File: config.mk
export PLATFORM = sky130hd
export DESIGN_NAME = pipe_ctrl
export DESIGN_NICKNAME = d
export VERILOG_FILES = /design/src/rtl/pipe_ctrl_pkg.sv /design/src/rtl/pipe_ctrl_hazard_detect.sv /design/src/rtl/pipe_ctrl.sv
export SDC_FILE = /design/constraint.sdc
export NUM_CORES = 1
export LEC_CHECK = 0
export ABC_AREA = 1
export BUFFER_PORTS_ARGS = -buffer_cell sky130_fd_sc_hd__buf_2
export CORE_MARGIN = 2
export CORE_UTILIZATION = 35
export CTS_CLUSTER_SIZE = 12
export DETAILED_ROUTE_END_ITERATION = 8
export PLACE_DENSITY = 0.78
export SYNTH_ARGS = -nofsm -noshare
export SYNTH_HDL_FRONTEND = slang
export SYNTH_SLANG_ARGS = --single-unit
export TNS_END_PERCENT = 100
File: constraint.sdc
create_clock -name clk -period 3.8 [get_ports clk]
set_input_delay 0.76 -clock clk [delete_from_list [all_inputs] [get_ports clk]]
set_output_delay 0.76 -clock clk [all_outputs]
set_load 0.02 [all_outputs]
File: src/rtl/pipe_ctrl_pkg.sv
// Shared definitions for the pipeline sequencing controller: stall-vector
// bit indices, multiply FSM encodings and register/load-opcode constants.
package pipe_ctrl_pkg;

  localparam int STALL_W     = 5;
  localparam int STALL_PC    = 0;
  localparam int STALL_IFID  = 1;
  localparam int STALL_IDEX  = 2;
  localparam int STALL_EXMEM = 3;
  localparam int STALL_MEMWB = 4;

  typedef enum logic [1:0] {
    PCTRL_IDLE = 2'd0,
    PCTRL_MUL  = 2'd1,
    PCTRL_DONE = 2'd2
  } pctrl_state_t;

  localparam logic [4:0] REG_ZERO = 5'd0;

  // Load opcodes EX decodes into i_exIsLoad (memory-access class).
  localparam logic [5:0] EX_MEMACC_LB  = 6'h20;
  localparam logic [5:0] EX_MEMACC_LH  = 6'h21;
  localparam logic [5:0] EX_MEMACC_LW  = 6'h23;
  localparam logic [5:0] EX_MEMACC_LBU = 6'h24;
  localparam logic [5:0] EX_MEMACC_LHU = 6'h25;

  function automatic logic is_load_op(input logic [5:0] op);
    return (op == EX_MEMACC_LB)  || (op == EX_MEMACC_LH) ||
           (op == EX_MEMACC_LW)  || (op == EX_MEMACC_LBU) ||
           (op == EX_MEMACC_LHU);
  endfunction

endpackage

File: src/rtl/pipe_ctrl_hazard_detect.sv
// Combinational load-use comparator: flags when ID reads a register that the
// load currently in EX has not yet produced. Register 0 never hazards.
module hazard_detect
  import pipe_ctrl_pkg::*;
(
  input  logic       i_readEnableLeft,
  input  logic       i_readEnableRight,
  input  logic [4:0] i_rs,
  input  logic [4:0] i_rt,
  input  logic       i_exIsLoad,
  input  logic [4:0] i_exDest,
  output logic       o_loadUse
);

  logic [1:0] rd_en;
  logic [4:0] rd_reg [2];
  logic [1:0] rd_hit;

  assign rd_en     = {i_readEnableRight, i_readEnableLeft};
  assign rd_reg[0] = i_rs;
  assign rd_reg[1] = i_rt;

  genvar gi;
  generate
    for (gi = 0; gi < 2; gi++) begin : g_port
      assign rd_hit[gi] = rd_en[gi] && (rd_reg[gi] == i_exDest);
    end
  endgenerate

  assign o_loadUse = i_exIsLoad && (i_exDest != REG_ZERO) && (|rd_hit);

endmodule

File: src/rtl/pipe_ctrl.sv
// Pipeline sequencing controller: prioritised stall/bubble vector, branch
// redirect gating and multiply occupancy FSM. PIPE_CTRL_PERF_EN adds counters.
module pipe_ctrl
  import pipe_ctrl_pkg::*;
#(
  parameter int MUL_CYCLES = 4,
  parameter int CNT_W      = 4
) (
  input  logic               clk,
  input  logic               rst,
  input  logic               i_idReadEnableLeft,
  input  logic               i_idReadEnableRight,
  input  logic [4:0]         i_idRs,
  input  logic [4:0]         i_idRt,
  input  logic               i_idTakeBranch,
  input  logic               i_exIsLoad,
  input  logic [4:0]         i_exDest,
  input  logic               i_exIsMult,
  input  logic               i_memBusy,
  output logic [STALL_W-1:0] o_stall,
  output logic [STALL_W-1:0] o_bubble,
  output logic               o_redirect,
  output logic               o_busy,
  output logic [31:0]        o_perfMem,
  output logic [31:0]        o_perfMult,
  output logic [31:0]        o_perfLoadUse
);

  localparam logic [CNT_W-1:0] CNT_LOAD = CNT_W'(MUL_CYCLES - 2);

  pctrl_state_t     state_q, state_d;
  logic [CNT_W-1:0] cnt_q, cnt_d;
  logic             load_use;
  logic             mult_stall;
  logic             cause_mem, cause_mult, cause_lu;
  logic [STALL_W-1:0] stall_d, bubble_d;

  hazard_detect u_hazard_detect (
    .i_readEnableLeft  (i_idReadEnableLeft),
    .i_readEnableRight (i_idReadEnableRight),
    .i_rs              (i_idRs),
    .i_rt              (i_idRt),
    .i_exIsLoad        (i_exIsLoad),
    .i_exDest          (i_exDest),
    .o_loadUse         (load_use)
  );

  // Multiply FSM: DONE always falls back to IDLE so a still-high i_exIsMult
  // while the MULT retires cannot retrigger.
  always_comb begin
    state_d = state_q;
    cnt_d   = cnt_q;
    case (state_q)
      PCTRL_IDLE: begin
        if (i_exIsMult && !i_memBusy) begin
          state_d = PCTRL_MUL;
          cnt_d   = CNT_LOAD;
        end
      end
      PCTRL_MUL: begin
        if (!i_memBusy) begin
          if (cnt_q == '0) begin
            state_d = PCTRL_DONE;
          end else begin
            cnt_d = cnt_q - 1'b1;
          end
        end
      end
      PCTRL_DONE: state_d = PCTRL_IDLE;
      default:    state_d = PCTRL_IDLE;
    endcase
  end

  always_ff @(posedge clk) begin
    if (rst) begin
      state_q <= PCTRL_IDLE;
      cnt_q   <= '0;
    end else begin
      state_q <= state_d;
      cnt_q   <= cnt_d;
    end
  end

  assign mult_stall = ((state_q == PCTRL_IDLE) && i_exIsMult) ||
                      (state_q == PCTRL_MUL);

  // Priority-encoded cause; each cause holds every latch below its bubble.
  always_comb begin
    cause_mem  = 1'b0;
    cause_mult = 1'b0;
    cause_lu   = 1'b0;
    stall_d    = '0;
    bubble_d   = '0;
    if (!rst) begin
      if (i_memBusy) begin
        cause_mem = 1'b1;
        stall_d   = 5'b01111;
        bubble_d  = 5'b10000;
      end else if (mult_stall) begin
        cause_mult = 1'b1;
        stall_d    = 5'b00111;
        bubble_d   = 5'b01000;
      end else if (load_use) begin
        cause_lu = 1'b1;
        stall_d  = 5'b00011;
        bubble_d = 5'b00100;
      end
    end
  end

  assign o_stall    = stall_d;
  assign o_bubble   = bubble_d;
  assign o_redirect = !rst && i_idTakeBranch && !stall_d[STALL_IFID];
  assign o_busy     = !rst && (state_q != PCTRL_IDLE);

`ifdef PIPE_CTRL_PERF_EN
  logic [31:0] perf_mem_q, perf_mem_d;
  logic [31:0] perf_mult_q, perf_mult_d;
  logic [31:0] perf_lu_q, perf_lu_d;

  always_comb begin
    perf_mem_d  = perf_mem_q  + {31'd0, cause_mem};
    perf_mult_d = perf_mult_q + {31'd0, cause_mult};
    perf_lu_d   = perf_lu_q   + {31'd0, cause_lu};
  end

  always_ff @(posedge clk) begin
    if (rst) begin
      perf_mem_q  <= '0;
      perf_mult_q <= '0;
      perf_lu_q   <= '0;
    end else begin
      perf_mem_q  <= perf_mem_d;
      perf_mult_q <= perf_mult_d;
      perf_lu_q   <= perf_lu_d;
    end
  end

  assign o_perfMem     = perf_mem_q;
  assign o_perfMult    = perf_mult_q;
  assign o_perfLoadUse = perf_lu_q;
`else
  logic perf_unused;
  assign perf_unused   = cause_mem ^ cause_mult ^ cause_lu;
  assign o_perfMem     = '0;
  assign o_perfMult    = '0;
  assign o_perfLoadUse = '0;
`endif

endmodule

**Word level (Yosys, flattened, before mapping)**

Cells that the tools add are included.

- Bits in registers: 6
- Bits in latches: 0
- Bits in writable memories: 0
- ROM bits: 0
- Bits of input ports: 23
- Output and inout port bits: 108
- Word-level logic and storage cells: 47
- Memories kept: 0

- $add $sub $neg: 1
- $mul: 0
- Divide/modulo/power cells: 0
- Order comparisons: 0
- Eq/ne operators: 7
- Shift-type cells: 0
- Multiplexer cells: 16
- Bitwise gates (word level): 0
- Reduce and logical (&&, ||, !) cells: 21

Operators with widths:

| operator | number |
|---|---|
| $mux W4 | 6 |
| $eq A5 B5 Y1 | 2 |
| $mux W5 | 2 |
| $logic_and A1 B1 Y1 | 9 |
| $mux W2 | 4 |
| $ne A2 B2 Y1 const B | 4 |
| $pmux W4 S2 | 1 |
| $mux W3 | 2 |
| $reduce_bool A5 Y1 | 1 |
| $logic_not A4 Y1 | 1 |
| $pmux W2 S2 | 1 |
| $reduce_and A4 Y1 | 1 |
| $reduce_bool A2 Y1 | 2 |
| $sub A4 B1 Y4 const B | 1 |
| $logic_not A1 Y1 | 3 |
| $reduce_and A3 Y1 | 1 |
| $eq A2 B1 Y1 const B | 1 |
| $logic_not A2 Y1 | 1 |
| $reduce_or A2 Y1 | 1 |
| $logic_or A1 B1 Y1 | 1 |

**Longest topological paths before layout**

Gate-level depths: netlist of run 1.

- Word-level depth: 10
- Mapped depth: 10
- Gate-level depth less buffers: 10

**Cells and area by module**

Synthesis of run 1 repeated with hierarchy kept, for this count alone.

- Cell total of the unflattened synthesis: 226
- Area, all modules: 1427.6 um2

By module, submodules not included:

| module | instances | cells each | area each (um2) | sequential area each (um2) |
|---|---|---|---|---|
| pipe_ctrl | 1 | 171 | 1211.2 | 120.1 |
| hazard_detect | 1 | 55 | 216.5 | 0.0 |

**Worst setup path before layout of run 1**

No wires, ideal clock.

- Path kind: input-to-output
- Start point: input i_idRs[0]
- End point: output o_redirect
- Arrival: 1.608 ns
- Data required time: 3.040 ns
- Setup slack: 1.432 ns
- Cell stages on the path: 9
- Path buffers: 0
- Cells stage by stage: inv_1 nand2_1 nand2_1 nor2_1 nand3_1 nand2_1 nand2_1 nand2_1 nor2_1

- Longest elaborated chain between the ends: 10

Ends and longest elaborated chain:

| what | line | source |
|---|---|---|
| from (decl) | pipe_ctrl.sv:13 | `input logic [4:0] i_idRs,` |
| $eq A5 B5 Y1 | pipe_ctrl_hazard_detect.sv:26 | `assign rd_hit[gi] = rd_en[gi] && (rd_reg[gi] == i_exDest);` |
| $logic_and A1 B1 Y1 | pipe_ctrl_hazard_detect.sv:26 |  |
| $reduce_or A2 Y1 | pipe_ctrl_hazard_detect.sv:30 | `assign o_loadUse = i_exIsLoad && (i_exDest != REG_ZERO) && (\|rd_hit);` |
| $logic_and A1 B1 Y1 | pipe_ctrl_hazard_detect.sv:30 |  |
| $mux W2 | pipe_ctrl.sv:103 | `end else if (load_use) begin` |
| $mux W3 | pipe_ctrl.sv:99 | `end else if (mult_stall) begin` |
| $mux W4 | pipe_ctrl.sv:95 | `if (i_memBusy) begin` |
| $mux W4 | pipe_ctrl.sv:94 | `if (!rst) begin` |
| $logic_not A1 Y1 | pipe_ctrl.sv:113 | `assign o_redirect = !rst && i_idTakeBranch && !stall_d[STALL_IFID];` |
| $logic_and A1 B1 Y1 | pipe_ctrl.sv:113 |  |
| to (decl) | pipe_ctrl.sv:22 | `output logic o_redirect,` |

No other way between the ends.

**Final worst setup path of run 1**

- Start point: input i_exDest[1]
- End point: output o_redirect

- Longest elaborated chain between the ends: 10
- Elaborated cells between the ends (all ways): 14
- Classes of those cells: eq/ne (2); mux (4); reduce/logical (8)

Ends and longest elaborated chain:

| what | line | source |
|---|---|---|
| from (decl) | pipe_ctrl.sv:17 | `input logic [4:0] i_exDest,` |
| $eq A5 B5 Y1 | pipe_ctrl_hazard_detect.sv:26 |  |
| $logic_and A1 B1 Y1 | pipe_ctrl_hazard_detect.sv:26 |  |
| $reduce_or A2 Y1 | pipe_ctrl_hazard_detect.sv:30 |  |
| $logic_and A1 B1 Y1 * | pipe_ctrl_hazard_detect.sv:30 |  |
| $mux W2 * | pipe_ctrl.sv:103 |  |
| $mux W3 * | pipe_ctrl.sv:99 |  |
| $mux W4 * | pipe_ctrl.sv:95 |  |
| $mux W4 * | pipe_ctrl.sv:94 |  |
| $logic_not A1 Y1 * | pipe_ctrl.sv:113 |  |
| $logic_and A1 B1 Y1 * | pipe_ctrl.sv:113 |  |

Every way passes the cells marked *; elsewhere a longest branch is shown, timed or not.

==> run summary, run 1 <==
Total overflow reported by the global router -> 0
Critical path peak fanout -> 4
Wirelength, routed -> 1934 um
Sink count of the clock tree -> 6
Area of the core region -> 0.003716 mm2
Pleak -> 0.8385 nW
Worst-skew pair later-pin latency -> 0.23 ns
Total Routing Usage GR -> 0.07811
Final max-slew violation count -> 0
Setup repair after global routing missed its margin -> no
Hold crit path type -> reg -> reg
Period minus WS final -> 2.369 ns
Kind of start point of the critical path -> input port
Number of antenna violations at the first check in global routing -> 0
Critical path, cell by cell -> buf_2, inv_1, nand2_1, nand2_1, nor2_1, nand3_1, nand2_1, nand2_1, nand2_1, nor2_1, buf_2
Launch instance of the worst min-delay path -> state_q[0]$_SDFFE_PP0P_
Count of boundary I/O pins -> 131
Starting utilization of the core area -> 0.3697
TritonCTS clock tree -> yes
Clock Skew -> 0.005878 ns
Critical path buffers and inverters -> 3
Kind of cell adding the most delay to the critical path -> simple AND/OR/NAND/NOR gates
Total inserted antenna cells -> 0
Remaining antenna violation count -> 0
Critical Path Max Stage Delay -> 0.15 ns
Most common library cell in the layout ignoring fill and taps -> sky130_fd_sc_hd__conb_1
Commonest non-fill, non-tap cells in the layout -> 99 x sky130_fd_sc_hd__conb_1, 38 x sky130_fd_sc_hd__nand2_1, 31 x sky130_fd_sc_hd__buf_2, 19 x sky130_fd_sc_hd__inv_1, 14 x sky130_fd_sc_hd__nor2_1
Endpoints failing setup -> 0
Nets@finish -> 273
H-Tree Depth -> 1
Number of hold buffers added after cts -> 0
Logic depth of the worst path, buffers included -> 11
CTS clk-pin slew, worst paths -> 0.03 ns
Count of buffers from port buffering -> 31
Drt drc -> 0
Half-perimeter wire length after placement -> 1775 um
CP Class -> in -> out
Minimum setup slack among reg-to-reg paths -> 2.45 ns
Reg2Reg Depth -> 10
Cell Count, Final, Fillers Out -> 294
Syn avg cell area -> 6.390 um2
Layout cell share with drive strength beyond 1 -> 0.1992
Peak supply drop -> 0.1118 mV
Share of the yosys chip area belonging to registers -> 0.08743
Area Growth Syn to Fin -> -9.745%
Iteration-0 DRC count of the detailed router -> 20
Critical path arrival -> 1.61 ns
1st-pass router iterations -> 4
Post-layout utilization of the core -> 0.3337
Final cycle utilization of the critical path -> 0.6235
Req. time, crit path -> 3.04 ns
Maximum number of pins on one net before global-route repair -> 8
Horizontal die dimension -> 66.65 um
Detailed-route wire length per cell -> 6.578 um
First-pass GRT wire length -> 2746 um
Crit. End Element -> primary output
Placer's final routability congestion estimate -> 0.7584
Resized cells post-CTS -> 0
Worst-case hold path end point -> state_q[0]$_SDFFE_PP0P_
Num CTS Buffers -> 3
Crit-path most repeated cell -> sky130_fd_sc_hd__nand2_1
Via count of the first global-routing pass -> 701
Maximum clock rate -> 422.1 MHz
Flops & latches, synth -> 6
Maximum count of clock buffers along a single path -> 2
Number of cell rows -> 22
Worst hold path depth -> 1
Cell with the largest stage delay on the worst path -> sky130_fd_sc_hd__buf_2
Floorplan die area -> 0.004442 mm2
Vias per inst -> 3.350
Area of the mapped netlist -> 0.001374 mm2
Total negative setup slack -> 0 ns
Count of yosys warnings during synthesis -> 0
Power density over the cells -> 275.9 mW/mm2
Routed vias -> 985
R2R Path End -> cnt_q[3]$_SDFFE_PP0P_
Number of max-cap violations -> 0
Run status -> finished clean
Synth unique cells -> 21
Root Buffer -> sky130_fd_sc_hd__clkbuf_8
Cells after DPL -> 291
Final hold violation count -> 0
Number of buffers inserted to repair setup after CTS -> 0
Startpoint of the worst-slack reg-to-reg timing path -> cnt_q[0]$_SDFFE_PP0P_
Chip Height -> 66.65 um
Cells after synthesis -> 215
## per-layer routing
layer / vias up / global-route usage / share of wire
li1: 508 / - / -
met1: 410 / 0.09128 / 0.36
met2: 67 / 0.1413 / 0.53
met3: 0 / 0.02196 / 0.12
met4: 0 / 0.01531 / 0
met5: - / 0 / 0
## synthesized netlist by cell type
library cell / count / area [um2]
sky130_fd_sc_hd__nand3_1: 5 / 25.02
sky130_fd_sc_hd__nand2_1: 38 / 142.6
sky130_fd_sc_hd__nand2_4: 1 / 11.26
sky130_fd_sc_hd__inv_2: 6 / 22.52
sky130_fd_sc_hd__nand4_1: 1 / 6.260
sky130_fd_sc_hd__nor2_2: 2 / 12.51
sky130_fd_sc_hd__nor3_1: 2 / 10.01
sky130_fd_sc_hd__a31oi_1: 1 / 6.260
sky130_fd_sc_hd__ha_1: 2 / 25.02
sky130_fd_sc_hd__o21ai_1: 4 / 20.02
sky130_fd_sc_hd__conb_1: 1 / 3.750
sky130_fd_sc_hd__inv_1: 19 / 71.32
sky130_fd_sc_hd__a21oi_1: 5 / 25.02
sky130_fd_sc_hd__xor2_1: 1 / 8.760
sky130_fd_sc_hd__nand2_2: 2 / 12.51
sky130_fd_sc_hd__nor2_4: 2 / 22.52
sky130_fd_sc_hd__nor3b_2: 1 / 12.51
sky130_fd_sc_hd__dfxtp_1: 6 / 120.1
sky130_fd_sc_hd__buf_4: 101 / 758.2
sky130_fd_sc_hd__clkinv_2: 1 / 5.000
sky130_fd_sc_hd__nor2_1: 14 / 52.55
## flip-flops by register name, summed over array words and instances, names as in the netlist
register and count:
cnt_q 4, state_q 2
## per-stage QoR
| step | total power, W | setup slack, ns | hold slack (ns) | instance area (um2) |
|---|---|---|---|---|
| 2_1_floorplan | 0.0002951 | 1.432 | 0.4505 | 1742 |
| 3_3_place_gp | 0.0002420 | 1.440 | 0.4855 | 1199 |
| 3_5_place_dp | 0.0002436 | 1.432 | 0.4679 | 1199 |
| 4_1_cts | 0.0003434 | 1.421 | 0.4842 | 1240 |
| 5_1_grt | 0.0003684 | 1.283 | 0.4956 | 1240 |
| 6_report | 0.0003421 | 1.431 | 0.4820 | 1240 |
## area by class of cell
type                       count  area, um2
tap                           48      60.06
inverter                      26      98.84
fill                         423       2476
multi-input combinational    180      764.5
timing repair buffer          31      155.1
clock buffer                   3      41.29
sequential                     6      120.1
## power by group
group / total, W / internal, W / switching [W]
clock network: 0.0000974 / 0.0000682 / 0.0000292
registers: 0.0000726 / 0.0000685 / 0.00000403
logic: 0.000172 / 0.0000339 / 0.000138
## how the worst max path moves through the flow
stage                startpoint    endpoint
finish              i_exDest[1]  o_redirect
CTS                 i_exDest[1]  o_redirect
floorplan             i_idRs[0]  o_redirect
detailed placement  i_exDest[1]  o_redirect
global placement    i_exDest[1]  o_redirect
global route        i_exDest[3]  o_redirect
## logic make-up (layout without fill, tap and decap cells)
family,Yosys count,after routing,synth area share
xor+xnor,1,1,0.006376
buf+inv,127,60,0.6239
compound gates,10,10,0.03734
other cells,1,99,0.002730
flops,6,6,0.08744
fa+ha+maj,2,2,0.01821
simple gates,68,68,0.2240
No activity file was read; power rests on OpenSTA's default activity.
==> run 2: changes to the inputs <==
- CORE_UTILIZATION: 35 -> 34
- PLACE_DENSITY: 0.78 -> 0.79
- clock period: 3.8 -> 2.1 ns (I/O delays scaled with it)
==> run 2 against run 1 <==
Effect of this change:
- worst setup slack got worse by 1.0 ns
- wire length is 0.52% lower
- register-to-register slack lost 1.7 ns
==> run summary, run 2 (synthesized netlist as in run 1, its figures left out) <==
Placer's final routability congestion estimate -> 0.7801
Critical path peak fanout -> 4
Iteration-0 DRC count of the detailed router -> 13
Crit-path most repeated cell -> sky130_fd_sc_hd__nand2_1
Commonest non-fill, non-tap cells in the layout -> 99 x sky130_fd_sc_hd__conb_1, 38 x sky130_fd_sc_hd__nand2_1, 31 x sky130_fd_sc_hd__buf_2, 19 x sky130_fd_sc_hd__inv_1, 14 x sky130_fd_sc_hd__nor2_1
Number of antenna violations at the first check in global routing -> 0
Combinational Power Share -> 0.503
CTS clk-pin slew, worst paths -> 0.03 ns
Floorplan die area -> 0.004565 mm2
First-pass GRT wire length -> 2718 um
Wirelength, routed -> 1924 um
Internal power -> 0.0003086 W
Flip-flop count of the largest register after layout -> 4
Summed area of non-filler cells in the final layout -> 0.001242 mm2
Clock Skew -> 0.001739 ns
Run status -> finished clean
Critical path, cell by cell -> buf_2, inv_1, nand2_1, nand2_1, nor2_1, nand3_1, nand2_1, nand2_1, nand2_1, nor2_1, buf_2
Kind of start point of the critical path -> input port
Maximum clock rate -> 589.5 MHz
Hold crit path type -> in -> reg
Clock share of power -> 0.283
Chip Height -> 67.57 um
Setup repair after global routing missed its margin -> no
Total Routing Usage GR -> 0.07905
H-Tree Depth -> 1
Critical Path Max Stage Delay -> 0.15 ns
Number of hold buffers added after cts -> 0
Via count of the first global-routing pass -> 687
Cell Count, Final, Fillers Out -> 296
Layout cell share with drive strength beyond 1 -> 0.1992
TritonCTS clock tree -> yes
Count of buffers from port buffering -> 31
Pleak -> 0.8385 nW
Seq pwr share -> 0.214
Kind of cell adding the most delay to the critical path -> simple AND/OR/NAND/NOR gates
Period minus WS final -> 1.696 ns
Number of cell rows -> 23
Share of total power consumed by net switching -> 0.5004
Crit. End Element -> primary output
Post-Place Cell Area -> 0.001201 mm2
Area of the core region -> 0.003943 mm2
Vias per inst -> 3.328
Req. time, crit path -> 1.68 ns
Reported net switching power -> 0.0003092 W
Critical path arrival -> 1.28 ns
Final cycle utilization of the critical path -> 0.8077
Nets@finish -> 273
Num CTS Buffers -> 3
Peak supply drop -> 0.1255 mV
Area taken by flip-flops and latches -> 120.1 um2
Registers with the most flip-flops -> cnt_q x4, state_q x2
Most common library cell in the layout ignoring fill and taps -> sky130_fd_sc_hd__conb_1
Number of fillers in the final layout -> 453
Total negative setup slack -> 0 ns
Final hold violation count -> 0
Resized cells post-CTS -> 0
Cell with the largest stage delay on the worst path -> sky130_fd_sc_hd__buf_2
Horizontal die dimension -> 67.57 um
Starting utilization of the core area -> 0.3485
Tot Pwr -> 0.0006178 W
Final max-slew violation count -> 0
Half-perimeter wire length after placement -> 1782 um
Multi-input logic area -> 764.5 um2
Root Buffer -> sky130_fd_sc_hd__clkbuf_8
1st-pass router iterations -> 4
Remaining antenna violation count -> 0
Number of buffers inserted to repair setup after CTS -> 0
Maximum count of clock buffers along a single path -> 2
CP Class -> in -> out
Worst-skew pair later-pin latency -> 0.23 ns
Most flops, register -> cnt_q
Count of boundary I/O pins -> 131
Critical path buffers and inverters -> 3
Detailed-route wire length per cell -> 6.500 um
Number of max-cap violations -> 0
Sink count of the clock tree -> 6
Total inserted antenna cells -> 0
Area Growth Syn to Fin -> -9.563%
Maximum number of pins on one net before global-route repair -> 8
Power density over the cells -> 497.3 mW/mm2
Endpoints failing setup -> 0
Total overflow reported by the global router -> 0
Routed vias -> 985
Drt drc -> 0
Cells after DPL -> 293
Post-layout utilization of the core -> 0.3151
run 2: cell counts in the layout (fill, tap and decap cells not counted):
Identical to the previous run, type by type.
run 2: power by group through the flow:
| stage | combinational, W | clock (W) | sequential (W) |
|---|---|---|---|
| detailed placement | 0.000309 | 0 | 0.000134 |
| finish | 0.000311 | 0.000175 | 0.000132 |
| global placement | 0.000305 | 0 | 0.000133 |
| floorplan | 0.000402 | 0 | 0.000132 |
| global route | 0.000351 | 0.000190 | 0.000133 |
| CTS | 0.000309 | 0.000181 | 0.000132 |
run 2: cell type report:
class | count | area share
timing repair buffer | 31 | 0.1249
tap | 50 | 0.05035
clock buffer | 3 | 0.03323
sequential | 6 | 0.09668
multi-input combinational | 180 | 0.6153
inverter | 26 | 0.07956
run 2: metrics by stage:
stage	hold WS (ns)	worst slack, ns
global placement	0.4809	0.3930
detailed placement	0.4766	0.3946
finish	0.4533	0.4037
global route	0.4520	0.2564
CTS	0.4558	0.3898
floorplan	0.4505	0.4116
run 2: final timing paths:
check	to	depth (start not counted)	start	slack [ns]
setup / recovery	o_redirect	11	i_exDest[1]	0.40
hold / removal	cnt_q[2]$_SDFFE_PP0P_	2	rst	0.45
setup reg to reg	cnt_q[3]$_SDFFE_PP0P_	10	cnt_q[0]$_SDFFE_PP0P_	0.75
hold reg to reg	state_q[0]$_SDFFE_PP0P_	1	state_q[0]$_SDFFE_PP0P_	0.49
run 2: layer usage:
metal	part of all wire	up-vias	GRT usage
li1	-	506	-
met1	0.33	408	0.08325
met2	0.53	67	0.1385
met3	0.13	4	0.02333
met4	0.015	0	0.04592
met5	0	-	0
==> run 3: changes to the inputs <==
- clock period: 2.1 -> 1.5 ns (I/O delays scaled with it)
==> run 3 against run 2 <==
Effect of this change:
- combinational power is 55% higher
- wire length is 11% higher
- power grew 49%
- clock power increased by 41%
- sequential share of layout area decreased by 0.82 points
- global-route usage shrank 0.45 points
- register-to-register slack got worse by 0.57 ns
- worst setup slack got worse by 0.34 ns
- first-iteration DRC count grew to 4.2 times the previous value
- hold slack got worse by 0.067 ns
- via count grew 4.2%
- sequential cell count stayed put
==> run summary, run 3 (synthesized netlist as in run 1, its figures left out) <==
Run status -> finished clean
Power density over the cells -> 669.3 mW/mm2
Floorplan die area -> 0.004565 mm2
Most flops, register -> cnt_q
Crit. End Element -> primary output
Root Buffer -> sky130_fd_sc_hd__clkbuf_8
Drt drc -> 0
Setup repair after global routing missed its margin -> yes
Cell Count, Final, Fillers Out -> 300
CTS clk-pin slew, worst paths -> 0.04 ns
Worst path setup slack after routing -> 0.05970 ns
Area Growth Syn to Fin -> -0.1818%
Registers with the most flip-flops -> cnt_q x4, state_q x2
Clock share of power -> 0.268
Final hold violation count -> 0
Share of total power consumed by net switching -> 0.4944
Total Routing Usage GR -> 0.07453
Horizontal die dimension -> 67.57 um
Internal power -> 0.0004641 W
Peak supply drop -> 0.2962 mV
Placer's final routability congestion estimate -> 0.7702
CP Class -> in -> out
Via count of the first global-routing pass -> 652
Hold crit path type -> in -> reg
Period minus WS final -> 1.440 ns
Number of max-cap violations -> 0
Maximum clock rate -> 694.3 MHz
Worst-skew pair later-pin latency -> 0.22 ns
Vias per inst -> 3.420
Iteration-0 DRC count of the detailed router -> 54
Seq pwr share -> 0.205
Layout cell share with drive strength beyond 1 -> 0.2840
Number of antenna violations at the first check in global routing -> 0
Number of hold buffers added after cts -> 0
Starting utilization of the core area -> 0.3485
Endpoints failing setup -> 0
Area of the core region -> 0.003943 mm2
Critical path arrival -> 1.14 ns
Pleak -> 0.8731 nW
Commonest non-fill, non-tap cells in the layout -> 99 x sky130_fd_sc_hd__conb_1, 30 x sky130_fd_sc_hd__nand2_1, 23 x sky130_fd_sc_hd__buf_2, 14 x sky130_fd_sc_hd__inv_1, 11 x sky130_fd_sc_hd__nor2_1
Remaining antenna violation count -> 0
Final cycle utilization of the critical path -> 0.9602
Critical path peak fanout -> 3
Total inserted antenna cells -> 0
Maximum number of pins on one net before global-route repair -> 6
Number of cell rows -> 23
Worst slack at placement -> 0.01988 ns
Most common library cell in the layout ignoring fill and taps -> sky130_fd_sc_hd__conb_1
Half-perimeter wire length after placement -> 1792 um
Sink count of the clock tree -> 6
Num CTS Buffers -> 3
First-pass GRT wire length -> 2580 um
Detailed-route wire length per cell -> 7.103 um
Count of buffers from port buffering -> 31
Count of boundary I/O pins -> 131
Clock Skew -> 0.002310 ns
Combinational Power Share -> 0.527
Kind of start point of the critical path -> input port
TritonCTS clock tree -> yes
H-Tree Depth -> 1
Req. time, crit path -> 1.20 ns
Chip Height -> 67.57 um
Reported net switching power -> 0.0004538 W
Wirelength, routed -> 2131 um
Total overflow reported by the global router -> 0
Routed vias -> 1,026
Maximum count of clock buffers along a single path -> 2
Cells after DPL -> 296
Flip-flop count of the largest register after layout -> 4
1st-pass router iterations -> 4
Final max-slew violation count -> 0
Nets@finish -> 277
-- run 3: changes by cell type in the layout (fill, tap and decap cells not counted), sizes merged --
cell and delta:
buf +4
-- run 3: what timing repair did --
action / in CTS / in global routing
setup buffers: 0 / 1
resized for setup: 1 / 36
setup endpoints to repair: 1 / 6
pin swaps: 0 / 22
-- run 3: cell type report --
| cell class | count | area, um2 |
|---|---|---|
| Sequential cell | 6 | 121.4 |
| Inverter | 26 | 106.4 |
| Tap cell | 50 | 62.56 |
| Fill cell | 461 | 2571 |
| Clock buffer | 3 | 41.29 |
| Timing Repair Buffer | 35 | 227.7 |
| Multi-Input combinational cell | 180 | 812.0 |
-- run 3: worst max-delay path, cell delays in order --
cell	delay, ns
sky130_fd_sc_hd__buf_2	0.11
sky130_fd_sc_hd__inv_1	0.05
sky130_fd_sc_hd__nand2_1	0.05
sky130_fd_sc_hd__nand2_1	0.05
sky130_fd_sc_hd__nor2_1	0.04
sky130_fd_sc_hd__nand3_1	0.08
sky130_fd_sc_hd__nand2_1	0.06
sky130_fd_sc_hd__nand2_2	0.09
sky130_fd_sc_hd__nand2_2	0.07
sky130_fd_sc_hd__nor2_2	0.11
sky130_fd_sc_hd__buf_6	0.12
-- run 3: per-stage QoR --
step | hold WS (ns) | TNS, ns | power, W | instance area, um2 | util
after floorplan | 0.3691 | 0 | 0.0007475 | 1742 | -
after global placement | 0.4794 | 0 | 0.0006208 | 1224 | 0.3104
after detailed placement | 0.4733 | 0 | 0.0006266 | 1224 | 0.3104
after CTS | 0.3779 | 0 | 0.0008866 | 1269 | 0.3218
after global routing | 0.4009 | -0.09119 | 0.0009905 | 1371 | 0.3478
final | 0.3863 | 0 | 0.0009178 | 1371 | 0.3478
-- run 3: metal layers --
layer | vias up | share of wire | GRT usage
met1 | 443 | 0.33 | 0.07921
li1 | 514 | - | -
met4 | 0 | 0.0023 | 0.03061
met2 | 67 | 0.54 | 0.1311
met5 | - | 0 | 0
met3 | 2 | 0.12 | 0.02833
-- run 3: power groups by stage --
stage	clock [W]	combinational (W)	sequential [W]
3_3_place_gp	0	0.000434	0.000186
3_5_place_dp	0	0.000440	0.000187
5_1_grt	0.000266	0.000535	0.000190
2_1_floorplan	0	0.000563	0.000185
6_report	0.000246	0.000483	0.000188
4_1_cts	0.000261	0.000442	0.000184
-- run 3: path summary, 6_finish.rpt --
path / start / end / slack (ns) / depth (start not counted)
min: i_memBusy / state_q[1]$_SDFFE_PP0P_ / 0.39 / 4
min reg2reg: state_q[0]$_SDFFE_PP0P_ / state_q[0]$_SDFFE_PP0P_ / 0.49 / 1
max reg2reg: cnt_q[1]$_SDFFE_PP0P_ / cnt_q[3]$_SDFFE_PP0P_ / 0.18 / 10
max: i_idRs[4] / o_redirect / 0.06 / 11
